### config.mk
export PLATFORM = sky130hd
export DESIGN_NAME = recompute_data_buffer
export DESIGN_NICKNAME = d
export VERILOG_FILES = /design/src/rtl/ru_buf_pkg.sv /design/src/rtl/recompute_data_buffer_rd_port.sv /design/src/rtl/recompute_data_buffer.sv
export SDC_FILE = /design/constraint.sdc
export NUM_CORES = 1
export LEC_CHECK = 0
export BUFFER_PORTS_ARGS = -buffer_cell sky130_fd_sc_hd__buf_4
export CORE_ASPECT_RATIO = 1.75
export CORE_UTILIZATION = 30
export CTS_CLUSTER_SIZE = 8
export DETAILED_ROUTE_END_ITERATION = 8
export GPL_TIMING_DRIVEN = 0
export SLEW_MARGIN = 5
export SYNTH_ARGS = -nofsm -noshare
export SYNTH_HDL_FRONTEND = slang
export SYNTH_SLANG_ARGS = --single-unit
### constraint.sdc
create_clock -name clk -period 29.4 [get_ports clk]
set_clock_uncertainty 0.05 [all_clocks]
set_input_delay 2.94 -clock clk [delete_from_list [all_inputs] [get_ports clk]]
set_output_delay 2.94 -clock clk [all_outputs]
set_load 0.05 [all_outputs]
### src/rtl/ru_buf_pkg.sv
// ----------------------------------------------------------------------------
// ru_buf_pkg
// Shared types and helpers for the recompute data buffer.
//   addr_w      : address width helper, never returns less than 1
//   ru_entry_t  : one stored word (plus its even-parity bit when
//                 RU_BUF_PARITY_EN is defined)
//   ru_addr_t   : (row, col) address pair, zero-extended to RU_ADDR_MAX bits
//   addr_oor    : out-of-range check of an address pair against the array size
//   even_par    : parity bit that makes the stored word + bit even
// Optional feature macro: RU_BUF_PARITY_EN
// The entry data width is fixed at RU_WORD_SIZE; the top-level WORD_SIZE
// parameter defaults to it and must be kept equal.
// ----------------------------------------------------------------------------
package ru_buf_pkg;

    localparam int RU_WORD_SIZE = 16;
    localparam int RU_ADDR_MAX  = 16;

    function automatic int addr_w(input int n);
        return (n > 1) ? $clog2(n) : 1;
    endfunction

    typedef struct packed {
`ifdef RU_BUF_PARITY_EN
        logic                    parity;
`endif
        logic [RU_WORD_SIZE-1:0] data;
    } ru_entry_t;

    typedef struct packed {
        logic [RU_ADDR_MAX-1:0] row;
        logic [RU_ADDR_MAX-1:0] col;
    } ru_addr_t;

    function automatic logic addr_oor(input ru_addr_t a, input int rows, input int cols);
        return (int'(a.row) >= rows) || (int'(a.col) >= cols);
    endfunction

    function automatic logic even_par(input logic [RU_WORD_SIZE-1:0] d);
        return ^d;
    endfunction

endpackage

### src/rtl/recompute_data_buffer_rd_port.sv
// ----------------------------------------------------------------------------
// ru_buf_rd_port
// One registered read channel of the recompute data buffer.
//   clk, rst           : clock, synchronous active-high reset
//   rd_req, rd_pop     : read request and consume-on-read qualifier
//   rd_row, rd_col     : read address
//   valid_vec, mem     : current valid bits and stored entries (pre-update)
//   pop_req            : one-hot entry to clear this cycle (valid hit + pop)
//   rd_valid/hit/data  : response, one cycle after the request
//   rd_perr            : parity error on a hit (RU_BUF_PARITY_EN only)
// ----------------------------------------------------------------------------
module ru_buf_rd_port
    import ru_buf_pkg::*;
#(
    parameter int ROWS      = 4,
    parameter int COLS      = 4,
    parameter int WORD_SIZE = RU_WORD_SIZE,
    parameter int RW        = 2,
    parameter int CW        = 2,
    parameter int ENTRIES   = ROWS * COLS
) (
    input  logic                         clk,
    input  logic                         rst,
    input  logic                         rd_req,
    input  logic                         rd_pop,
    input  logic [RW-1:0]                rd_row,
    input  logic [CW-1:0]                rd_col,
    input  logic [ENTRIES-1:0]           valid_vec,
    input  ru_entry_t [ENTRIES-1:0]      mem,
    output logic [ENTRIES-1:0]           pop_req,
`ifdef RU_BUF_PARITY_EN
    output logic                         rd_perr,
`endif
    output logic                         rd_valid,
    output logic                         rd_hit,
    output logic [WORD_SIZE-1:0]         rd_data
);

    localparam int IW = addr_w(ENTRIES);

    ru_addr_t              addr;
    logic                  oor;
    logic [IW-1:0]         idx;
    logic                  hit_now;
    ru_entry_t             sel;

    logic                  rd_valid_q, rd_valid_d;
    logic                  rd_hit_q,   rd_hit_d;
    logic [WORD_SIZE-1:0]  rd_data_q,  rd_data_d;

    assign addr.row = RU_ADDR_MAX'(rd_row);
    assign addr.col = RU_ADDR_MAX'(rd_col);
    assign oor      = addr_oor(addr, ROWS, COLS);

    // Out-of-range addresses are parked on entry 0 and masked from the hit.
    always_comb begin
        idx = '0;
        if (!oor) begin
            idx = IW'(int'(rd_row) * COLS + int'(rd_col));
        end
    end

    assign sel     = mem[idx];
    assign hit_now = rd_req && !oor && valid_vec[idx];
    assign pop_req = (hit_now && rd_pop) ? (ENTRIES'(1) << idx) : '0;

    always_comb begin
        rd_valid_d = rd_req;
        rd_hit_d   = hit_now;
        rd_data_d  = hit_now ? sel.data : '0;
    end

    always_ff @(posedge clk) begin
        if (rst) begin
            rd_valid_q <= 1'b0;
            rd_hit_q   <= 1'b0;
            rd_data_q  <= '0;
        end else begin
            rd_valid_q <= rd_valid_d;
            rd_hit_q   <= rd_hit_d;
            rd_data_q  <= rd_data_d;
        end
    end

`ifdef RU_BUF_PARITY_EN
    logic rd_perr_q, rd_perr_d;

    // A miss never flags; a hit flags when data + stored bit have odd weight.
    assign rd_perr_d = hit_now && (^{sel.parity, sel.data});

    always_ff @(posedge clk) begin
        if (rst) begin
            rd_perr_q <= 1'b0;
        end else begin
            rd_perr_q <= rd_perr_d;
        end
    end

    assign rd_perr = rd_perr_q;
`endif

    assign rd_valid = rd_valid_q;
    assign rd_hit   = rd_hit_q;
    assign rd_data  = rd_data_q;

endmodule

### src/rtl/recompute_data_buffer.sv
// ----------------------------------------------------------------------------
// recompute_data_buffer
// ROWS x COLS word store shared by NUM_RU recompute channels.
//   clk, rst            : clock, synchronous active-high reset
//   flush               : clear all valid bits (writes in that cycle dropped)
//   wr_en/row/col/data  : per-channel write port, lowest channel wins ties
//   rd_req/pop/row/col  : per-channel read request, optional consume
//   rd_valid/hit/data   : per-channel registered response (1-cycle latency)
//   rd_perr             : per-channel parity error (RU_BUF_PARITY_EN only)
//   wr_conflict         : pulse the cycle after a same-entry write collision
//   occupancy           : number of valid entries
// Optional feature macro: RU_BUF_PARITY_EN
// ----------------------------------------------------------------------------
module recompute_data_buffer
    import ru_buf_pkg::*;
#(
    parameter  int ROWS      = 4,
    parameter  int COLS      = 4,
    parameter  int NUM_RU    = 4,
    parameter  int WORD_SIZE = RU_WORD_SIZE,
    localparam int RW        = addr_w(ROWS),
    localparam int CW        = addr_w(COLS),
    localparam int OW        = $clog2(ROWS * COLS + 1)
) (
    input  logic                              clk,
    input  logic                              rst,
    input  logic                              flush,
    input  logic [NUM_RU-1:0]                 wr_en,
    input  logic [NUM_RU-1:0][RW-1:0]         wr_row,
    input  logic [NUM_RU-1:0][CW-1:0]         wr_col,
    input  logic [NUM_RU-1:0][WORD_SIZE-1:0]  wr_data,
    input  logic [NUM_RU-1:0]                 rd_req,
    input  logic [NUM_RU-1:0]                 rd_pop,
    input  logic [NUM_RU-1:0][RW-1:0]         rd_row,
    input  logic [NUM_RU-1:0][CW-1:0]         rd_col,
    output logic [NUM_RU-1:0]                 rd_valid,
    output logic [NUM_RU-1:0]                 rd_hit,
    output logic [NUM_RU-1:0][WORD_SIZE-1:0]  rd_data,
`ifdef RU_BUF_PARITY_EN
    output logic [NUM_RU-1:0]                 rd_perr,
`endif
    output logic                              wr_conflict,
    output logic [OW-1:0]                     occupancy
);

    localparam int ENTRIES = ROWS * COLS;
    localparam int IW      = addr_w(ENTRIES);

    logic [ENTRIES-1:0]              valid_q, valid_d;
    ru_entry_t [ENTRIES-1:0]         mem_q;
    logic [OW-1:0]                   occ_q, occ_d;
    logic                            conflict_q, conflict_d;

    logic [NUM_RU-1:0]               wr_ok;
    logic [NUM_RU-1:0][IW-1:0]       wr_idx;
    logic [ENTRIES-1:0]              wr_hit;
    ru_entry_t [ENTRIES-1:0]         wr_ent;
    logic [NUM_RU-1:0][ENTRIES-1:0]  pop_req;
    logic [ENTRIES-1:0]              pop_any;

    always_comb begin
        for (int i = 0; i < NUM_RU; i++) begin
            ru_addr_t a;
            a.row     = RU_ADDR_MAX'(wr_row[i]);
            a.col     = RU_ADDR_MAX'(wr_col[i]);
            wr_ok[i]  = wr_en[i] && !flush && !addr_oor(a, ROWS, COLS);
            wr_idx[i] = wr_ok[i] ? IW'(int'(wr_row[i]) * COLS + int'(wr_col[i])) : '0;
        end
    end

    // Per entry, scan channels low to high: the first writer wins and any
    // later writer to the same entry raises the collision flag.
    always_comb begin
        conflict_d = 1'b0;
        for (int e = 0; e < ENTRIES; e++) begin
            wr_hit[e] = 1'b0;
            wr_ent[e] = '0;
            for (int i = 0; i < NUM_RU; i++) begin
                if (wr_ok[i] && (wr_idx[i] == IW'(e))) begin
                    if (wr_hit[e]) begin
                        conflict_d = 1'b1;
                    end else begin
                        wr_hit[e]      = 1'b1;
                        wr_ent[e].data = wr_data[i];
`ifdef RU_BUF_PARITY_EN
                        wr_ent[e].parity = even_par(wr_data[i]);
`endif
                    end
                end
            end
        end
    end

    always_comb begin
        pop_any = '0;
        for (int i = 0; i < NUM_RU; i++) begin
            pop_any = pop_any | pop_req[i];
        end
    end

    // Priority per entry: flush, then write, then pop.
    always_comb begin
        valid_d = valid_q;
        occ_d   = occ_q;
        for (int e = 0; e < ENTRIES; e++) begin
            if (flush) begin
                valid_d[e] = 1'b0;
            end else if (wr_hit[e]) begin
                valid_d[e] = 1'b1;
            end else if (pop_any[e]) begin
                valid_d[e] = 1'b0;
            end
            if (valid_d[e] && !valid_q[e]) begin
                occ_d = occ_d + OW'(1);
            end
            if (!valid_d[e] && valid_q[e]) begin
                occ_d = occ_d - OW'(1);
            end
        end
    end

    always_ff @(posedge clk) begin
        if (rst) begin
            valid_q    <= '0;
            occ_q      <= '0;
            conflict_q <= 1'b0;
        end else begin
            valid_q    <= valid_d;
            occ_q      <= occ_d;
            conflict_q <= conflict_d;
        end
    end

    // Data array carries no reset; valid bits alone qualify its contents.
    always_ff @(posedge clk) begin
        for (int e = 0; e < ENTRIES; e++) begin
            if (!rst && wr_hit[e]) begin
                mem_q[e] <= wr_ent[e];
            end
        end
    end

    for (genvar i = 0; i < NUM_RU; i++) begin : g_rd
        ru_buf_rd_port #(
            .ROWS      (ROWS),
            .COLS      (COLS),
            .WORD_SIZE (WORD_SIZE),
            .RW        (RW),
            .CW        (CW),
            .ENTRIES   (ENTRIES)
        ) u_rd_port (
            .clk       (clk),
            .rst       (rst),
            .rd_req    (rd_req[i]),
            .rd_pop    (rd_pop[i]),
            .rd_row    (rd_row[i]),
            .rd_col    (rd_col[i]),
            .valid_vec (valid_q),
            .mem       (mem_q),
            .pop_req   (pop_req[i]),
`ifdef RU_BUF_PARITY_EN
            .rd_perr   (rd_perr[i]),
`endif
            .rd_valid  (rd_valid[i]),
            .rd_hit    (rd_hit[i]),
            .rd_data   (rd_data[i])
        );
    end

    assign wr_conflict = conflict_q;
    assign occupancy   = occ_q;

endmodule
==> results of run 1 <==
## synthesized netlist by cell type, types with 7 or more instances
library cell | count | share of area [%]
a21oi_1 | 40 | 0.65
a221o_1 | 256 | 8.3
a22oi_1 | 264 | 6.4
a31oi_1 | 12 | 0.24
a32oi_1 | 9 | 0.25
a41oi_1 | 7 | 0.20
and2_1 | 15 | 0.30
and3_1 | 43 | 0.87
buf_1 | 93 | 1.1
buf_4 | 10 | 0.24
clkbuf_1 | 260 | 3.1
dfxtp_1 | 94 | 6.1
edfxtp_1 | 256 | 25
ha_1 | 32 | 1.3
inv_1 | 28 | 0.34
mux2i_1 | 17 | 0.55
mux4_2 | 338 | 25
nand2_1 | 102 | 1.2
nand2b_1 | 25 | 0.50
nand3_1 | 32 | 0.52
nand4_1 | 19 | 0.38
nand4b_1 | 8 | 0.23
nand4bb_1 | 11 | 0.40
nor2_1 | 423 | 5.1
nor2b_1 | 53 | 1.1
nor3_1 | 50 | 0.81
nor4_1 | 11 | 0.22
nor4b_1 | 9 | 0.25
o211ai_1 | 9 | 0.22
o21ai_0 | 33 | 0.53
o22ai_1 | 16 | 0.32
o31ai_1 | 8 | 0.19
or2_2 | 11 | 0.22
or3_1 | 12 | 0.24
xnor2_1 | 63 | 1.8
xor2_1 | 17 | 0.48
## flip-flops by register name (all words and copies together) (netlist names)
name,cells
g_rd.u_rd_port.rd_data,64
g_rd.u_rd_port.rd_hit,4
g_rd.u_rd_port.rd_valid,4
mem_q,256
occupancy,5
valid_q,16
wr_conflict,1
## final cells by class
type | instances | area share [%]
Multi-Input combinational cell | 2108 | 56.6
Sequential cell | 350 | 27.1
Tap cell | 1334 | 4.73
Buffer | 371 | 4.16
Clock buffer | 67 | 3.75
Timing Repair Buffer | 130 | 3.08
Inverter | 31 | 0.329
Clock inverter | 5 | 0.255
Antenna cell | 5 | 0.0354
## worst paths after layout
| check | from | endpoint | slack [ns] | cells past startpoint |
|---|---|---|---|---|
| max | flush | occupancy[4]$_SDFF_PP0_ | 4.67 | 107 |
| min | valid_q[4]$_SDFF_PP0_ | valid_q[4]$_SDFF_PP0_ | 0.64 | 2 |
| max reg2reg | valid_q[0]$_SDFF_PP0_ | occupancy[4]$_SDFF_PP0_ | 7.26 | 103 |
| min reg2reg | valid_q[4]$_SDFF_PP0_ | valid_q[4]$_SDFF_PP0_ | 0.64 | 2 |
## where the power goes
part           leakage [nW]  switching [mW]  internal [mW]
Clock                 0.683           0.241          0.312
Combinational          7.70           0.343          0.225
Sequential             2.59          0.0187          0.542
Total                  11.0           0.603           1.08
## per-stage QoR
| stage | power (mW) | util, % | cells | area (um2) | setup WS [ns] |
|---|---|---|---|---|---|
| 4_1_cts | 1.68 | 34.5 | 4396 | 35300 | 4.82 |
| 3_5_place_dp | 1.13 | 33.1 | 4324 | 33900 | 4.33 |
| 6_report | 1.68 | 34.6 | 4401 | 35300 | 4.67 |
| 2_1_floorplan | 0.978 | - | 2860 | 31000 | 7.29 |
| 5_1_grt | 1.75 | 34.6 | 4399 | 35300 | 2.66 |
| 3_3_place_gp | 1.12 | 32.8 | 4309 | 33600 | 4.55 |
## logic make-up (layout without fill, tap and decap cells)
family	after synthesis	after routing	synth area share, %
AOI/OAI and AO/OA	745	745	19.8
xor gates and xnor gates	105	105	4.08
adders and majority gates	32	32	1.29
buffers and inverters	402	604	5.08
DFF	350	350	30.8
muxes	362	362	25.3
other	0	5	0
and+or+nand+nor	864	864	13.5
## layer usage
metal  global-route usage, %  up-vias  share of wire, %
met5                       0        -              0.11
met4                    19.9       24               8.5
met3                    6.10      652               9.2
met2                    47.9     1971                50
met1                    28.5    13900                32
li1                        -    12000                 -
## worst register-to-register path: cells and delay by family, from the launching register on
| family | cells | cell delay, ns |
|---|---|---|
| adder cells (fa/ha/maj) | 31 | 8.59 |
| multiplexers | 11 | 2.39 |
| AO/OA/AOI/OAI | 32 | 6.37 |
| AND/OR/NAND/NOR | 22 | 2.95 |
| flip-flops | 1 | 0.52 |
| buffers and inverters | 7 | 1.12 |
==> flow_summary.yaml, run 1 <==
synth:
  seq_area_frac_synth_pct: 30.8
  synthArstFlopShare_pct: 0
  syn-num-nets: 3003
  netlist_instances: 2860
  ys_types: 102
  synth.cell_area_um2: 31000
  ys.flop_type: "edfxtp_1"
  synth_edf_count: 256
  ys_seq_elements: 350
  yosys_warnings: 0
  syn_area_per_cell_um2: 10.8
route:
  viasPerCell: 6.48
  num_vias: 28500
  drt_pass1_iterations: 6
  route.detailed.drc: 0
  wl_per_cell_um: 33.0
  drt_iter0_drc: 3715
  ant_nets: 0
  drt-total-wl_mm: 145
sta:
  drv_slew: 0
  tightest_slew_ns: 1.44
  tns_ns: 0
  setup_viol: 0
  slew_headroom_pct: 3.02
  fmax_mhz: 40.4
  rsz0062_at_grt: "no"
  fin_hold_ws_ns: 0.642
  fin_crit_sh_pct: 84.1
  period_minus_slack_ns: 24.73
  final_hold_viol_count: 0
pwr:
  cellLeakagePower_nw: 11.0
  power_density_nw_per_um2: 47.6
  ir_drop_v: 0.0000528
setup_path:
  crit_arrival_ns: 25.15
  cp_num_buf_inv: 8
  critical_path_class: "input pin to flip-flop"
  slowest_stage: "or4b_1"
  cpPeakStageDelay_ns: 0.51
  cp_common_cell: "ha_1"
  worstPathMaxFanout: 10
  crit_path_end_kind: "flip-flop"
  critPathTopFamily: "adder cells"
  crit_required_ns: 29.82
  cp-start-kind: "input pin"
clock_tree:
  clk_pin_slew_ns: 0.07
  cts_buffers: 50
  cts-root-buf: "clkbuf_16"
  clk-insertion-delay-late_ns: 0.67
  cts_tree: "done"
  postCtsSetupBuffers: 0
  cts_buffer_depth: 3
  holdBufCountCts: 0
  clkSinkCount: 350
  h-tree-depth: 2
  cts.repair.resized: 0
final_layout:
  final-seq-area_um2: 9570
  final_nets: 3185
  multi_input_area_um2: 20000
  mostFrequentLayoutCells: "nor2_1, mux4_2, clkbuf_1"
  drive_above_1_share_pct: 20.6
  fillers: 10300
  area_growth_syn_to_layout_pct: 13.8
  final_common_cell: "nor2_1"
grt:
  grt_usage_pct: 27.3
  antenna_found_initial: 16
  grt-ovfl-total: 0
  grt_pass1_wl_mm: 204
  grt_pass1_vias: 28800
  grt_max_degree: 17
status:
  status: "complete, no violations"
place:
  gp_congestion: 1.02
  dp_hpwl_mm: 118
  io_buffer_count: 115
floorplan:
  core.rowCount: 155
  die_h_um: 427
  coreArea_um2: 102000
  ioPinCount: 189
  die_area_um2: 105000
  start_util_pct: 30.4
  die_w_um: 245
run:
  maxCapViolCount: 0
hold_path:
  hold_path.class: "flip-flop to flip-flop"
Note: power is estimated with default switching activity, not from simulation.
==> inputs of run 2 (changes only) <==
clock period = 23.6 ns   (was 29.4 ns; I/O delays follow)
==> flow_summary.yaml, run 2 (synthesis results as in run 1) <==
status:
  status: "complete, no violations"
final_layout:
  mostFrequentLayoutCells: "nor2_1, mux4_2, clkbuf_1"
  area_growth_syn_to_layout_pct: 14.6
  top_register: "mem_q"
  largest_reg_flops: 256
  final_nets: 3196
  stdcell_area_um2: 35600
  drive_above_1_share_pct: 21.7
  final_common_cell: "nor2_1"
  instances_no_fill: 4412
sta:
  fin_crit_sh_pct: 94.9
  setup_viol: 0
  tightest_slew_ns: 1.42
  fmax_mhz: 44.6
  final_hold_viol_count: 0
  slew_headroom_pct: 4.91
  period_minus_slack_ns: 22.41
  drv_slew: 0
route:
  viasPerCell: 6.52
  drt_pass1_iterations: 6
  drt-total-wl_mm: 146
  wl_per_cell_um: 33.1
  route.detailed.drc: 0
  num_vias: 28800
  ant_nets: 0
  drt_iter0_drc: 3781
clock_tree:
  clk-insertion-delay-late_ns: 0.67
  holdBufCountCts: 0
  cts-root-buf: "clkbuf_16"
  clk_pin_slew_ns: 0.07
  h-tree-depth: 2
  cts_buffers: 50
  cts_tree: "done"
  cts_buffer_depth: 3
  clkSinkCount: 350
grt:
  grt_pass1_vias: 28800
  grt_pass1_wl_mm: 204
  grt_max_degree: 17
  grt_usage_pct: 27.3
  antenna_found_initial: 16
  grt-ovfl-total: 0
floorplan:
  ioPinCount: 189
  start_util_pct: 30.4
  coreArea_um2: 102000
  die_area_um2: 105000
  core.rowCount: 155
  die_h_um: 427
  die_w_um: 245
place:
  place_inst: 4324
  dp_hpwl_mm: 118
  placed_area_um2: 33900
  gp_congestion: 1.02
  io_buffer_count: 115
pwr:
  power_density_nw_per_um2: 60.2
  ir_drop_v: 0.0000640
  cellLeakagePower_nw: 11.0
setup_path:
  cp-startpoint: "flush"
  slowest_stage: "or4b_1"
  critical_path_class: "input pin to flip-flop"
  crit_arrival_ns: 22.83
  crit_path_end_kind: "flip-flop"
  crit_required_ns: 24.02
  cp-start-kind: "input pin"
  worstReg2RegStart: "valid_q[0]$_SDFF_PP0_"
  worstPathMaxFanout: 10
  cp_common_cell: "ha_1"
  cpPeakStageDelay_ns: 0.63
hold_path:
  hp-start: "valid_q[4]$_SDFF_PP0_"
  hold_path.class: "flip-flop to flip-flop"
run:
  maxCapViolCount: 0
[run 2: cell types whose count changed in the layout (fill, tap and decap cells not counted), moves of 2 or more]
cell / before / now
buf_4: 125 / 136
a21oi_1: 40 / 36
nor2_1: 409 / 405
nor2_2: 16 / 20
o21ai_2: 0 / 4
a21oi_2: 2 / 5
mux2i_1: 17 / 14
mux2i_2: 0 / 3
o21ai_0: 33 / 31
o21ai_1: 6 / 4
o32ai_1: 4 / 2
o32ai_4: 0 / 2
[run 2: layout make-up]
cell class              instances  area [um2]
clock buffers                  67        1330
flip-flops and latches        350        9570
repair buffers                141        1170
fillers                     10300       66700
well taps                    1334        1670
inverters                      31         116
clock inverters                 5        90.1
diodes                          5        12.5
multi-input cells            2108       20100
plain buffers                 371        1470
[run 2: path summary, 6_finish.rpt]
| check | endpoint | slack, ns | cells past startpoint |
|---|---|---|---|
| max | occupancy[4]$_SDFF_PP0_ | 1.19 | 106 |
| min | valid_q[4]$_SDFF_PP0_ | 0.66 | 2 |
| max reg2reg | occupancy[4]$_SDFF_PP0_ | 3.04 | 103 |
| min reg2reg | valid_q[4]$_SDFF_PP0_ | 0.66 | 2 |
[run 2: routing by layer]
layer	GRT usage [%]	vias up	routed length [um]
met4	19.9	24	12100
met5	0	-	161
met3	6.11	644	13500
met1	28.5	14100	47000
met2	47.8	2000	73200
li1	-	12000	-
[run 2: report_power, final]
| part | internal (mW) | switching, mW |
|---|---|---|
| clock | 0.389 | 0.301 |
| sequential | 0.675 | 0.0235 |
| combinational | 0.308 | 0.445 |
[run 2: critical path, delay by kind of cell]
kind,cells,cell delay (ns)
muxes,11,2.26
adders and majority gates,31,8.53
buffers and inverters,7,0.68
xor gates and xnor gates,1,0.08
and+or+nand+nor,25,3.86
AOI/OAI and AO/OA,31,5.02
[run 2: per-stage QoR]
stage	setup TNS (ns)	hold WS (ns)	total power, mW	setup slack (ns)	utilization, %
2_1_floorplan	0	0.510	1.22	2.07	-
3_3_place_gp	-1.14	0.615	1.40	-0.666	32.8
3_5_place_dp	-1.93	0.624	1.41	-0.886	33.1
4_1_cts	0	0.638	2.09	0.0301	34.6
5_1_grt	-0.0797	0.671	2.23	-0.0797	34.8
6_report	0	0.656	2.14	1.19	34.8
[run 2: timing repair]
| action | CTS | global route |
|---|---|---|
| gates resized for setup | 3 | 28 |
| pin swaps | 0 | 4 |
| endpoints found under the setup margin | 1 | 4 |
| buffers inserted | 0 | 11 |
==> inputs of run 3 (changes only) <==
PLACE_DENSITY_LB_ADDON = 0.15   (was not set)
==> flow_summary.yaml, run 3 (synthesis results as in run 1) <==
status:
  status: "complete, no violations"
floorplan:
  die_h_um: 427
  start_util_pct: 30.4
  ioPinCount: 189
  die_w_um: 245
  coreArea_um2: 102000
  die_area_um2: 105000
  core.rowCount: 155
sta:
  final_hold_viol_count: 0
  slew_headroom_pct: 3.41
  tightest_slew_ns: 1.45
  period_minus_slack_ns: 22.52
  fin_hold_ws_ns: 0.641
  fin_crit_sh_pct: 95.4
  fmax_mhz: 44.4
  drv_slew: 0
  setup_viol: 0
route:
  drt-total-wl_mm: 188
  drt_iter0_drc: 3450
  drt_pass1_iterations: 8
  viasPerCell: 6.78
  ant_nets: 0
  route.detailed.drc: 0
  num_vias: 30000
  wl_per_cell_um: 42.4
pwr:
  totalPowerFinal_mw: 2.24
  power_density_nw_per_um2: 62.8
  ir_drop_v: 0.0000553
  cellLeakagePower_nw: 11.1
setup_path:
  critical_path_class: "input pin to flip-flop"
  crit_required_ns: 24.12
  crit_arrival_ns: 23.04
  worstPathMaxFanout: 10
  cp-start-kind: "input pin"
  crit_path_end_kind: "flip-flop"
  cpPeakStageDelay_ns: 0.52
  worstReg2RegStart: "valid_q[0]$_SDFF_PP0_"
  slowest_stage: "or4b_1"
  r2r-end: "occupancy[4]$_SDFF_PP0_"
  r2r_cells: 103
  crit_end: "occupancy[4]$_SDFF_PP0_"
  r2r_slack_ns: 3.04
  cp_common_cell: "ha_1"
  cp-startpoint: "flush"
final_layout:
  stdcell_area_um2: 35700
  final_nets: 3199
  instances_no_fill: 4432
  mostFrequentLayoutCells: "nor2_1, mux4_2, clkbuf_1"
  final_common_cell: "nor2_1"
  top_register: "mem_q"
  drive_above_1_share_pct: 21.8
  area_growth_syn_to_layout_pct: 14.9
  fillers: 10300
  fin_util_pct: 34.9
  largest_reg_flops: 256
hold_path:
  hold_path.class: "flip-flop to flip-flop"
  whs_path_depth: 3
  hp-start: "valid_q[15]$_SDFF_PP0_"
clock_tree:
  clkSinkCount: 350
  cts_tree: "done"
  cts_buffer_depth: 3
  h-tree-depth: 2
  holdBufCountCts: 0
  cts_buffers: 50
  clk_pin_slew_ns: 0.07
  cts-root-buf: "clkbuf_16"
  clk-insertion-delay-late_ns: 0.69
place:
  dp_hpwl_mm: 147
  io_buffer_count: 115
  placed_area_um2: 33800
  place_inst: 4322
  gp_congestion: 1.09
grt:
  grt_pass1_wl_mm: 254
  grt_usage_pct: 35.8
  grt_pass1_vias: 30400
  antenna_found_initial: 24
  grt-ovfl-total: 0
  grt_max_degree: 17
run:
  maxCapViolCount: 0
run 3: changes by cell type in the layout (fill, tap and decap cells not counted), sizes merged:
cell / change
bufinv: +1
clkinv: -2
clkbuf: +7
diode: +8
inv: +1
buf: +5
run 3: how the worst min path moves through the flow:
stage               slack (ns)                      to
detailed placement        0.63  valid_q[15]$_SDFF_PP0_
finish                    0.64  valid_q[15]$_SDFF_PP0_
global route              0.70  valid_q[15]$_SDFF_PP0_
floorplan                 0.51   valid_q[4]$_SDFF_PP0_
CTS                       0.64  valid_q[15]$_SDFF_PP0_
global placement          0.63  valid_q[15]$_SDFF_PP0_
run 3: timing repair:
item                                    CTS  global route
endpoints found under the hold margin     0             0
gates resized for setup                   9            25
pin swaps                                 0             7
endpoints found under the setup margin    4             4
buffers inserted                          1            11
run 3: cell type report:
class	count	area (um2)	area share, %
clock buffer	76	1360	3.81
antenna	13	32.5	0.0912
multi-input combinational	2108	20200	56.6
clock inverter	5	92.6	0.260
inverter	31	116	0.326
timing repair buffer	144	1170	3.28
sequential	350	9570	26.8
tap	1334	1670	4.68
buffer	371	1460	4.10
run 3: power by group:
part	switching (mW)	internal, mW
Clock	0.313	0.405
Sequential	0.0325	0.675
Combinational	0.504	0.311
Total	0.849	1.39
run 3: stage by stage:
stage | setup slack, ns | TNS [ns]
global route | -0.121 | -0.121
detailed placement | -1.83 | -5.91
global placement | -1.22 | -3.68
finish | 1.08 | 0
CTS | 0.0415 | 0
floorplan | 2.07 | 0
run 3: critical path: cells and delay by family:
kind	cells	cell delay [ns]
mux	11	2.29
buf+inv	8	0.86
fa+ha+maj	31	8.58
compound gates	31	5.02
simple gates	25	3.77
xor+xnor	1	0.08
run 3: routing by layer:
layer / routed length [um] / up-vias / track usage [%] / share of wire [%]
met4: 26800 / 18 / 41.4 / 14
met3: 13300 / 856 / 9.24 / 7.1
met5: 115 / - / 0.980 / 0.061
li1: - / 12000 / - / -
met2: 93400 / 2003 / 62.5 / 50
met1: 54200 / 15100 / 30.9 / 29
